[config.mk]
export PLATFORM = sky130hd
export DESIGN_NAME = mult8_sequencer
export DESIGN_NICKNAME = d
export VERILOG_FILES = /design/src/rtl/mult8_sequencer.sv
export SDC_FILE = /design/constraint.sdc
export NUM_CORES = 1
export LEC_CHECK = 0
export BUFFER_PORTS_ARGS = -buffer_cell sky130_fd_sc_hd__buf_2
export CAP_MARGIN = 20
export CORE_AREA = 2 2 60 74
export CTS_BUF_LIST = sky130_fd_sc_hd__clkbuf_8 sky130_fd_sc_hd__clkbuf_16
export DETAILED_ROUTE_END_ITERATION = 10
export DIE_AREA = 0 0 62 76
export GPL_TIMING_DRIVEN = 0
export PLACE_DENSITY = 0.73
export SLEW_MARGIN = 20
export SYNTH_ARGS = -nofsm -noshare
export SYNTH_HDL_FRONTEND = slang
export SYNTH_SLANG_ARGS = --single-unit
[constraint.sdc]
create_clock -name Clk -period 2 [get_ports Clk]
set_input_delay 0.4 -clock Clk [delete_from_list [all_inputs] [get_ports Clk]]
set_output_delay 0.4 -clock Clk [all_outputs]
set_load 0.005 [all_outputs]
[src/rtl/mult8_sequencer.sv]
// Sequencer for the signed shift-add multiplier: owns X/A/B and the multiplicand latch, drives an external adder.
// Done rises 17 edges after IDLE samples Run; Run/ClearA_LoadB are ignored while Busy, and DONE holds until Run drops.
module mult8_sequencer #(
  parameter int WIDTH = 8
) (
  input  logic             Clk,
  input  logic             Reset,
  input  logic             Run,
  input  logic             ClearA_LoadB,
  input  logic [WIDTH-1:0] S,
  output logic [WIDTH:0]   add_a,
  output logic [WIDTH:0]   add_b,
  output logic             add_cin,
  input  logic [WIDTH:0]   add_sum,
  output logic [WIDTH-1:0] Aval,
  output logic [WIDTH-1:0] Bval,
  output logic             X,
  output logic             Busy,
  output logic             Done
);

  localparam int CW = (WIDTH > 1) ? $clog2(WIDTH) : 1;
  localparam logic [CW-1:0] LAST = CW'(WIDTH - 1);

  typedef enum logic [2:0] {
    IDLE  = 3'd0,
    CLR   = 3'd1,
    ADD   = 3'd2,
    SHIFT = 3'd3,
    DONE  = 3'd4
  } state_t;

  state_t            state_q, state_d;
  logic [WIDTH-1:0]  a_q, a_d;
  logic [WIDTH-1:0]  b_q, b_d;
  logic [WIDTH-1:0]  sm_q, sm_d;
  logic              x_q, x_d;
  logic [CW-1:0]     count_q, count_d;
  logic              busy_q, busy_d;
  logic              done_q, done_d;
  logic              sub;
  logic [WIDTH:0]    sm_ext;

  // The final iteration weighs the multiplier's sign bit negatively, so it subtracts.
  assign sub     = (state_q == ADD) && (count_q == LAST);
  assign sm_ext  = {sm_q[WIDTH-1], sm_q};
  assign add_a   = {a_q[WIDTH-1], a_q};
  assign add_b   = sub ? ~sm_ext : sm_ext;
  assign add_cin = sub;

  assign Aval = a_q;
  assign Bval = b_q;
  assign X    = x_q;
  assign Busy = busy_q;
  assign Done = done_q;

  always_comb begin
    state_d = state_q;
    a_d     = a_q;
    b_d     = b_q;
    sm_d    = sm_q;
    x_d     = x_q;
    count_d = count_q;

    unique case (state_q)
      IDLE: begin
        if (ClearA_LoadB) begin
          a_d = '0;
          x_d = 1'b0;
          b_d = S;
        end else if (Run) begin
          state_d = CLR;
        end
      end
      CLR: begin
        a_d     = '0;
        x_d     = 1'b0;
        sm_d    = S;
        count_d = '0;
        state_d = ADD;
      end
      ADD: begin
        if (b_q[0]) begin
          a_d = add_sum[WIDTH-1:0];
          x_d = add_sum[WIDTH];
        end
        state_d = SHIFT;
      end
      SHIFT: begin
        a_d = {x_q, a_q[WIDTH-1:1]};
        b_d = {a_q[0], b_q[WIDTH-1:1]};
        if (count_q == LAST) begin
          state_d = DONE;
        end else begin
          count_d = count_q + 1'b1;
          state_d = ADD;
        end
      end
      DONE: begin
        if (!Run) begin
          state_d = IDLE;
        end
      end
      default: begin
        state_d = IDLE;
      end
    endcase

    // Status flags are registered alongside the state they describe.
    busy_d = (state_d == CLR) || (state_d == ADD) || (state_d == SHIFT);
    done_d = (state_d == DONE);
  end

  always_ff @(posedge Clk or posedge Reset) begin
    if (Reset) begin
      state_q <= IDLE;
      a_q     <= '0;
      b_q     <= '0;
      sm_q    <= '0;
      x_q     <= 1'b0;
      count_q <= '0;
      busy_q  <= 1'b0;
      done_q  <= 1'b0;
    end else begin
      state_q <= state_d;
      a_q     <= a_d;
      b_q     <= b_d;
      sm_q    <= sm_d;
      x_q     <= x_d;
      count_q <= count_d;
      busy_q  <= busy_d;
      done_q  <= done_d;
    end
  end

endmodule
==> metrics.md, run 1 <==
| Metric | Value |
|---|---|
| Crit path kind | register to output port |
| Fill count | 354 |
| Max Slew Vio Count | 0 |
| Reg power frac | 0.309 |
| Area Overhead vs Synth | 33.2% |
| Synth Area in Simple Gates | 0.0779 |
| Root buf cell | clkbuf_8 |
| Post-synthesis sequential area ratio | 0.476 |
| Gr usage total | 0.161 |
| Worst-skew pair later-pin latency | 280 ps |
| CTS buffer count | 5 |
| CP Data Arrival Time | 1810 ps |
| Ratio of cells with drive above 1 in the final layout | 0.643 |
| Setup-failing EPs final | 9 |
| Post-Syn Area | 1730 µm² |
| Reg clk slew, reported paths | 70 ps |
| GR Util met2 | 0.265 |
| Avg WL per Cell | 13.8 µm |
| Dpl cells | 249 |
| Syn_nets | 158 |
| Die area | 4710 µm² |
| Yosys cell types | 32 |
| Fmax | 0.453 GHz |
| Global-route wire length before repair | 5740 µm |
| Top cells by area, synth | dfrtp_1 48%, mux2_2 21%, a22o_1 5.1%, buf_4 4.8%, xor2_1 4.0% |
| H-tree levels | 2 |
| Largest net degree at the start of global routing | 34 |
| Post-synthesis adder-cell area fraction | 0.0144 |
| Rows | 26 |
| Tcrit/Tclk final | 1.10 |
| Via count | 1277 |
| Comb power frac | 0.536 |
| Vias in the first global route | 1232 |
| Starting Density | 0.426 |
| CTS tree | yes |
| Total power | 4060 µW |
| Initial DRC Count | 25 |
| Synth area leader | dfrtp_1 |
| Synth warn | 0 |
| Port-buffer cells | 58 |
| Critical Path Fanout Max | 4 |
| Switch Pwr | 1370 µW |
| Layout Cells excl Fill | 263 |
| Synthesized area per cell | 12.8 µm² |
| HPWL Detailed | 2470 µm |
| Fin nets | 229 |
| Multi-input gate area | 816 µm² |
| Worst vdd ir | 0.765 mV |
| Grt total ovfl | 0 |
| Largest family of logic cells by synthesized area | multiplexers |
| Failing checks | negative setup slack |
| Fraction of the mapped netlist area in compound gates | 0.106 |
| Worst Skew | 6.49 ps |
| # DRC | 0 |
| Routability congestion estimate | 0.764 |
| Global routing's busiest layer | met2 |
| Routed Antenna Nets | 0 |
| Power Dens Cells | 1760 nW/µm² |
| Die height | 76 µm |
| Mux contribution to synthesized area | 0.214 |
| Hold Vio Cnt, Final | 0 |
| Register bit count reported by yosys | 33 |
| CP Launch Type | register |
| Total wire length | 3630 µm |
| Clock Sinks | 33 |
| Post-Synthesis Cells | 135 |
| Fin crit period | 2210 ps |
| Tightest Pin Transition | 692 ps |
| GR Util met3 | 0.0509 |
| Worst EP required | 1600 ps |
| Xor and xnor area share after synthesis | 0.0404 |
| Share of the synthesized area in the top cell type | 0.476 |
| Run status | complete, but fails checks |
| Cts hold-fix bufs | 0 |
| Hold Path Class | input pin to asynchronous set/reset pin |
| Worst setup EP type | output port |
| DRT Pass-1 Iters | 4 |
| RSZ-0062 raised after global routing | yes |
| Clock Power Share | 0.155 |
| Max_cap viols | 0 |
| Die width | 62 µm |
| Worst setup margin | -206 ps |
| Core Area | 4070 µm² |
| Cell-internal power | 2690 µW |
| Met1 usage in global routing | 0.203 |
| # diodes | 0 |
| Initial antenna violation count | 0 |
| Cell leakage power | 0.00117 µW |
| FF+latch area | 826 µm² |
| Slew Limit Headroom | 0.538 |
| # IOs | 59 |
| Vias/cell | 4.86 |
| Sw Share | 0.338 |
| CTS max path bufs | 2 |
-- worst max-delay path: stages (launching register included) --
cell and delay [ps]:
dfrtp_1 380, ha_2 200, ha_4 160, and2_4 150
nor2b_4 120, buf_6 130, buf_12 120, xor2_1 130
buf_2 120
-- registers in the layout (all words and copies together) (netlist names) --
name / count
state_q: 3
Busy: 1
X: 1
count_q: 3
Bval: 8
Done: 1
Aval: 8
sm_q: 8
-- cells by family after synthesis --
family,after synthesis
mux,33
flops,33
compound gates,23
buf+inv,19
simple gates,17
xor+xnor,8
fa+ha+maj,2
-- power by group through the flow --
stage                     logic [µW]  clock network, µW  registers (µW)
after global routing            2410                678            1300
after global placement          2040                  0            1250
after detailed placement        2080                  0            1260
final                           2180                630            1250
after CTS                       2150                654            1260
after floorplan                 1480                  0            1230
-- area by class of cell --
class,instances,area share
well taps,56,0.0303
inverters,4,0.00650
flip-flops and latches,33,0.358
multi-input cells,83,0.353
plain buffers,15,0.0498
clock buffers,6,0.0358
repair buffers,64,0.152
clock inverters,2,0.0146
-- stage by stage --
stage | hold WS [ps] | setup TNS, ps | util | instance area, µm² | setup slack, ps
after floorplan | 457 | 0 | - | 1740 | 5.78
after global placement | 490 | -696 | 0.517 | 2100 | -183
after detailed placement | 501 | -873 | 0.517 | 2100 | -207
after CTS | 237 | -1150 | 0.560 | 2280 | -221
after global routing | 268 | -2050 | 0.568 | 2310 | -266
final | 220 | -1310 | 0.568 | 2310 | -206
-- repair_timing --
| item | in CTS | in global routing |
|---|---|---|
| pin swaps | 1 | 3 |
| cloned | 1 | 0 |
| setup buffers | 3 | 2 |
| gates resized for setup | 8 | 1 |
| setup endpoints to repair | 10 | 10 |
-- Yosys cell counts --
cell / number
dfrtp_1: 33
mux2_2: 32
buf_4: 11
a22o_1: 10
xor2_1: 8
inv_1: 4
a21oi_1: 3
buf_2: 3
nand2_1: 3
o21ai_0: 3
a32o_1: 2
ha_1: 2
nor2_1: 2
a211oi_1: 1
a21oi_2: 1
a21oi_4: 1
and2_2: 1
and3b_2: 1
and4b_1: 1
buf_6: 1
mux2i_1: 1
nand2b_4: 1
nand3_1: 1
nand3b_4: 1
nor2_2: 1
nor2b_1: 1
nor3b_1: 1
nor3b_2: 1
o21bai_1: 1
o22ai_1: 1
or2_2: 1
or3b_4: 1
-- metal layers --
metal	up-vias	wire, µm
met2	49	1780
met1	603	1580
met3	4	248
met5	-	0
li1	621	-
met4	0	21
-- cell usage in the layout, fill, tap and decap left out, drive strengths merged --
cell / count
buf: 79
nand3: 1
a32o: 2
dfrtp: 33
xor2: 8
ha: 2
mux2: 32
a22o: 10
or2: 1
nor3b: 2
bufinv: 1
and2: 1
nand2: 3
clkbuf: 6
a211oi: 1
nor2: 3
or3b: 1
o21bai: 1
mux2i: 1
o21ai: 3
and4b: 1
nor2b: 1
o22ai: 1
nand2b: 1
a21oi: 5
and3b: 1
nand3b: 1
inv: 5
-- path summary, 6_finish.rpt --
path,startpoint,to,slack (ps),cells after the start
max,count_q[0],add_b[0],-210,8
min,Reset,Aval[0],220,2
max reg2reg,state_q[1],Bval[3],320,3
min reg2reg,count_q[1],count_q[1],520,2
max in group asynchronous,Reset,count_q[2],1330,2
min in group Clk,S[7],sm_q[7],370,2
Power figures use the tool's default switching activity.
==> inputs of run 2 (changes only) <==
--- a/config.mk
+++ b/config.mk
@@ -13,6 +13,7 @@
 export DIE_AREA = 0 0 62 76
 export GPL_TIMING_DRIVEN = 0
 export PLACE_DENSITY = 0.73
+export RECOVER_POWER = 25
 export SLEW_MARGIN = 20
 export SYNTH_ARGS = -nofsm -noshare
 export SYNTH_HDL_FRONTEND = slang
==> metrics.md, run 2 (synthesis gave the netlist of run 1 again) <==
| Metric | Value |
|---|---|
| Routability congestion estimate | 0.764 (unchanged) |
| Root buf cell | clkbuf_8 |
| Failing checks | negative setup slack |
| Grt total ovfl | 0 (unchanged) |
| Rows | 26 (unchanged) |
| Area of placed instances | 2100 µm² (unchanged) |
| Gr usage total | 0.161 (unchanged) |
| Vias/cell | 4.86 (about the same) |
| Max_cap viols | 0 (unchanged) |
| Vias in the first global route | 1232 (unchanged) |
| Initial DRC Count | 25 (unchanged) |
| Crit path kind | register to output port |
| Worst EP required | 1600 ps (about the same) |
| CP Launch Type | register |
| Global-route wire length before repair | 5740 µm (unchanged) |
| Die width | 62 µm (unchanged) |
| H-tree levels | 2 (unchanged) |
| Hold Vio Cnt, Final | 0 (unchanged) |
| DRT Pass-1 Iters | 5 (+1) |
| Die height | 76 µm (unchanged) |
| HPWL Detailed | 2470 µm (unchanged) |
| Final core utilization | 0.568 (unchanged) |
| # diodes | 0 (unchanged) |
| Reg clk slew, reported paths | 60 ps (about the same) |
| CTS buffer count | 5 (unchanged) |
| Commonest non-fill, non-tap cell in the layout | buf_2 |
| Tightest Pin Transition | 1240 ps (+552 ps) |
| Ratio of cells with drive above 1 in the final layout | 0.638 (-0.00483) |
| Fmax | 0.454 GHz (about the same) |
| Setup-failing EPs final | 9 (unchanged) |
| Power Dens Cells | 1760 nW/µm² (about the same) |
| Via count | 1278 (+0.078%) |
| Slew Limit Headroom | 0.170 (-0.368) |
| Hold Path Class | input pin to register |
| Critical Path Fanout Max | 4 (unchanged) |
| # DRC | 0 (unchanged) |
| Cell leakage power | 0.00117 µW (about the same) |
| Total wire length | 3640 µm (+0.11%) |
| Area Overhead vs Synth | 33.2% (unchanged) |
| Max Slew Vio Count | 0 (unchanged) |
| R2r setup slk | 320 ps (about the same) |
| Fin crit period | 2200 ps (-1.33 ps) |
| Routed Antenna Nets | 0 (unchanged) |
| CP Data Arrival Time | 1800 ps (about the same) |
| Largest net degree at the start of global routing | 34 (unchanged) |
| Run status | complete, but fails checks |
| Worst-skew pair later-pin latency | 280 ps (about the same) |
| Port-buffer cells | 58 (unchanged) |
| Worst setup EP type | output port |
| Dpl cells | 249 (unchanged) |
| Die area | 4710 µm² (unchanged) |
| Initial antenna violation count | 0 (unchanged) |
| Layout Cells excl Fill | 263 (unchanged) |
| Hold_ws | 369 ps (+149 ps) |
| Worst vdd ir | 0.766 mV (+0.19%) |
| CTS tree | yes |
| Worst Skew | 6.60 ps (+0.112 ps) |
| RSZ-0062 raised after global routing | yes |
| Final Cell Area | 2310 µm² (unchanged) |
| Fin nets | 229 (unchanged) |
| Worst setup margin | -205 ps (+1.33 ps) |
| Most frequent cells in the layout | 60 x buf_2, 33 x dfrtp_1, 32 x mux2_2, 15 x buf_4, 10 x a22o_1 |
| Tcrit/Tclk final | 1.10 (about the same) |
| Core Area | 4070 µm² (unchanged) |
| Avg WL per Cell | 13.8 µm (+0.11%) |
| CTS max path bufs | 2 (unchanged) |
| Clock Sinks | 33 (unchanged) |
| Starting Density | 0.426 (unchanged) |
| # IOs | 59 (unchanged) |
-- run 2: critical path, stage by stage (launching register included) --
cell     delay, ps
dfrtp_1        380
ha_2           200
ha_4           160
and2_4         150
nor2b_4        120
buf_6          130
buf_12         120
xor2_1         130
buf_2          120
-- run 2: what timing repair did --
action	CTS	global route
hold buffers	0	0
gates cloned	1	0
setup endpoints to repair	10	10
buffers inserted	3	2
pin swaps	1	3
resized for setup	8	1
-- run 2: layout make-up --
type | instances | area, µm²
Clock inverter | 2 | 33.8
Clock buffer | 6 | 82.6
Buffer | 15 | 115
Inverter | 4 | 15.0
Sequential cell | 33 | 826
Tap cell | 56 | 70.1
Timing Repair Buffer | 64 | 352
Fill cell | 354 | 1760
Multi-Input combinational cell | 83 | 816
-- run 2: path summary, 6_finish.rpt --
path | from | end | cells past startpoint
max | count_q[0] | add_b[0] | 8
min | S[0] | sm_q[0] | 2
max reg2reg | state_q[1] | Bval[3] | 3
min reg2reg | count_q[1] | count_q[1] | 2
max in group asynchronous | Reset | count_q[2] | 2
min in group asynchronous | Reset | Aval[0] | 2
-- run 2: power by group --
group	internal [µW]	switching, µW	leakage, µW
Combinational	1290	886	0.000713
Sequential	997	258	0.000399
Clock	401	230	0.0000626
-- run 2: through the flow --
| stage | setup TNS (ps) | setup WS [ps] | power, µW |
|---|---|---|---|
| 2_1_floorplan | 0 | 5.78 | 2710 |
| 3_3_place_gp | -696 | -183 | 3290 |
| 3_5_place_dp | -873 | -207 | 3340 |
| 4_1_cts | -1150 | -221 | 4070 |
| 5_1_grt | -2050 | -266 | 4390 |
| 6_report | -1300 | -205 | 4060 |
-- run 2: routing by layer --
layer / part of all wire / track usage
met1: 0.43 / 0.203
met2: 0.49 / 0.265
met3: 0.069 / 0.0509
met4: 0.0058 / 0.0319
met5: 0 / 0
==> inputs of run 3 (changes only) <==
==> constraint.sdc (replaced) <==
create_clock -name Clk -period 2 [get_ports Clk]
set_input_delay 0.4 -clock Clk [delete_from_list [all_inputs] [get_ports Clk]]
set_output_delay 0.4 -clock Clk [all_outputs]
set_load 0.05 [all_outputs]
==> metrics.md, run 3 (synthesis gave the netlist of run 1 again) <==
| Metric | Value |
|---|---|
| Run status | complete, but fails checks |
| Failing checks | negative setup slack |
| # IOs | 59 (unchanged) |
| HPWL Detailed | 2430 µm (-1.4%) |
| Initial antenna violation count | 0 (unchanged) |
| Port-buffer cells | 58 (unchanged) |
| Hold Path Class | input pin to register |
| Crit path max-delay cell type | dfrtp_1 |
| # diodes | 0 (unchanged) |
| Root buf cell | clkbuf_8 |
| Tightest Pin Transition | 1260 ps (+12.5 ps) |
| Most frequent cells in the layout | 50 x buf_2, 33 x dfrtp_1, 32 x mux2_2, 14 x buf_4, 11 x buf_6 |
| Worst setup margin | -291 ps (-85.8 ps) |
| Routability congestion estimate | 0.719 (-5.9%) |
| Initial DRC Count | 22 (-12%) |
| Hold Vio Cnt, Final | 0 (unchanged) |
| Reg clk slew, reported paths | 70 ps (about the same) |
| Rows | 26 (unchanged) |
| Max_cap viols | 0 (unchanged) |
| Die width | 62 µm (unchanged) |
| Core Area | 4070 µm² (unchanged) |
| Avg WL per Cell | 13.8 µm (-0.41%) |
| Total wire length | 3620 µm (-0.41%) |
| # DRC | 0 (unchanged) |
| Fmax | 0.437 GHz (-3.7%) |
| CTS buffer count | 5 (unchanged) |
| Multi-input gate area | 880 µm² (+7.8%) |
| Critical path's largest stage delay | 360 ps (-20 ps) |
| Vias in the first global route | 1281 (+4.0%) |
| Fin crit period | 2290 ps (+85.8 ps) |
| Final Cell Area | 2460 µm² (+6.6%) |
| Grt total ovfl | 0 (unchanged) |
| Worst setup EP type | output port |
| Die height | 76 µm (unchanged) |
| CP Launch Type | register |
| CTS max path bufs | 2 (unchanged) |
| RSZ-0062 raised after global routing | yes |
| Slew Limit Headroom | 0.161 (-0.00834) |
| GR Util met2 | 0.266 (+0.00104) |
| Hold_ws | 362 ps (-6.24 ps) |
| Die area | 4710 µm² (unchanged) |
| Vias/cell | 4.80 (-1.3%) |
| CP Data Arrival Time | 1890 ps (+90 ps) |
| Commonest non-fill, non-tap cell in the layout | buf_2 |
| Worst-skew pair later-pin latency | 280 ps (about the same) |
| Global-route wire length before repair | 6050 µm (+5.4%) |
| Crit path kind | register to output port |
| Worst EP required | 1600 ps (about the same) |
| Crit path cell chain | ha_2 > ha_4 > and2_4 > nor2b_4 > buf_12 > xor2_4 > buf_6 > buf_8 |
| Layout Cells excl Fill | 263 (unchanged) |
| GR Util met3 | 0.0475 (-0.00340) |
| Fin nets | 229 (unchanged) |
| CTS tree | yes |
| Critical Path Fanout Max | 5 (+1) |
| Clock Sinks | 33 (unchanged) |
| Dpl cells | 249 (unchanged) |
| Via count | 1262 (-1.3%) |
| Global routing's busiest layer | met2 |
| Ratio of cells with drive above 1 in the final layout | 0.671 (+0.0338) |
| FF+latch area | 826 µm² (unchanged) |
| Routed Antenna Nets | 0 (unchanged) |
| Place WS | -94.4 ps (+113 ps) |
| Max Slew Vio Count | 0 (unchanged) |
| Gr usage total | 0.171 (+0.00990) |
| Setup-failing EPs final | 10 (+1) |
| Fill count | 340 (-4.0%) |
| DRT Pass-1 Iters | 4 (-1) |
| H-tree levels | 2 (unchanged) |
| Met1 usage in global routing | 0.224 (+0.0206) |
| Largest net degree at the start of global routing | 34 (unchanged) |
| Area of placed instances | 2210 µm² (+5.1%) |
| Starting Density | 0.426 (unchanged) |
| Area Overhead vs Synth | 41.9% |
| Tcrit/Tclk final | 1.15 (+0.0429) |
| Worst Skew | 8.33 ps (+1.73 ps) |
| Cts hold-fix bufs | 0 (unchanged) |
==> run 3: final timing paths <==
kind | from | end | slack, ps | cells past startpoint
worst max-delay path | count_q[1] | add_b[8] | -290 | 8
worst min-delay path | S[7] | sm_q[7] | 360 | 2
max in group asynchronous | Reset | sm_q[1] | 800 | 2
worst min register to register | Bval[1] | Bval[1] | 540 | 1
worst max register to register | state_q[1] | Bval[0] | 330 | 3
min in group asynchronous | Reset | Aval[0] | 450 | 2
==> run 3: worst max-delay path: cells and delay by family, from the launching register on <==
family        cells  cell delay (ps)
buf+inv           3              410
xor+xnor          1              170
flops             1              360
simple gates      2              340
fa+ha+maj         2              330
==> run 3: final cells by class <==
type / count / share of cell area
clock inverters: 2 / 0.0137
well taps: 56 / 0.0285
inverters: 4 / 0.00610
clock buffers: 6 / 0.0336
plain buffers: 14 / 0.0437
multi-input cells: 83 / 0.357
flip-flops and latches: 33 / 0.336
repair buffers: 65 / 0.181
==> run 3: what timing repair did <==
item                                    in CTS  in global routing
endpoints found under the setup margin      10                 10
hold endpoints to repair                     0                  0
pin swaps                                    2                  1
resized for setup                           24                  1
gates cloned                                 1                  0
setup buffers                                6                  1
==> run 3: routing by layer <==
layer / wire length, µm / part of all wire / vias up
li1: - / - / 607
met1: 1510 / 0.42 / 597
met2: 1810 / 0.50 / 52
met3: 257 / 0.071 / 6
met4: 47 / 0.013 / 0
met5: 0 / 0 / -
==> run 3: stage by stage <==
| stage | utilization | setup TNS, ps |
|---|---|---|
| after floorplan | - | -523 |
| after global placement | 0.543 | -140 |
| after detailed placement | 0.543 | -123 |
| after CTS | 0.609 | -2310 |
| after global routing | 0.605 | -2930 |
| final | 0.605 | -1930 |
Power of run 3 is not shown: default switching activity piles up to over one toggle a cycle in this logic, so the estimate is an artifact.
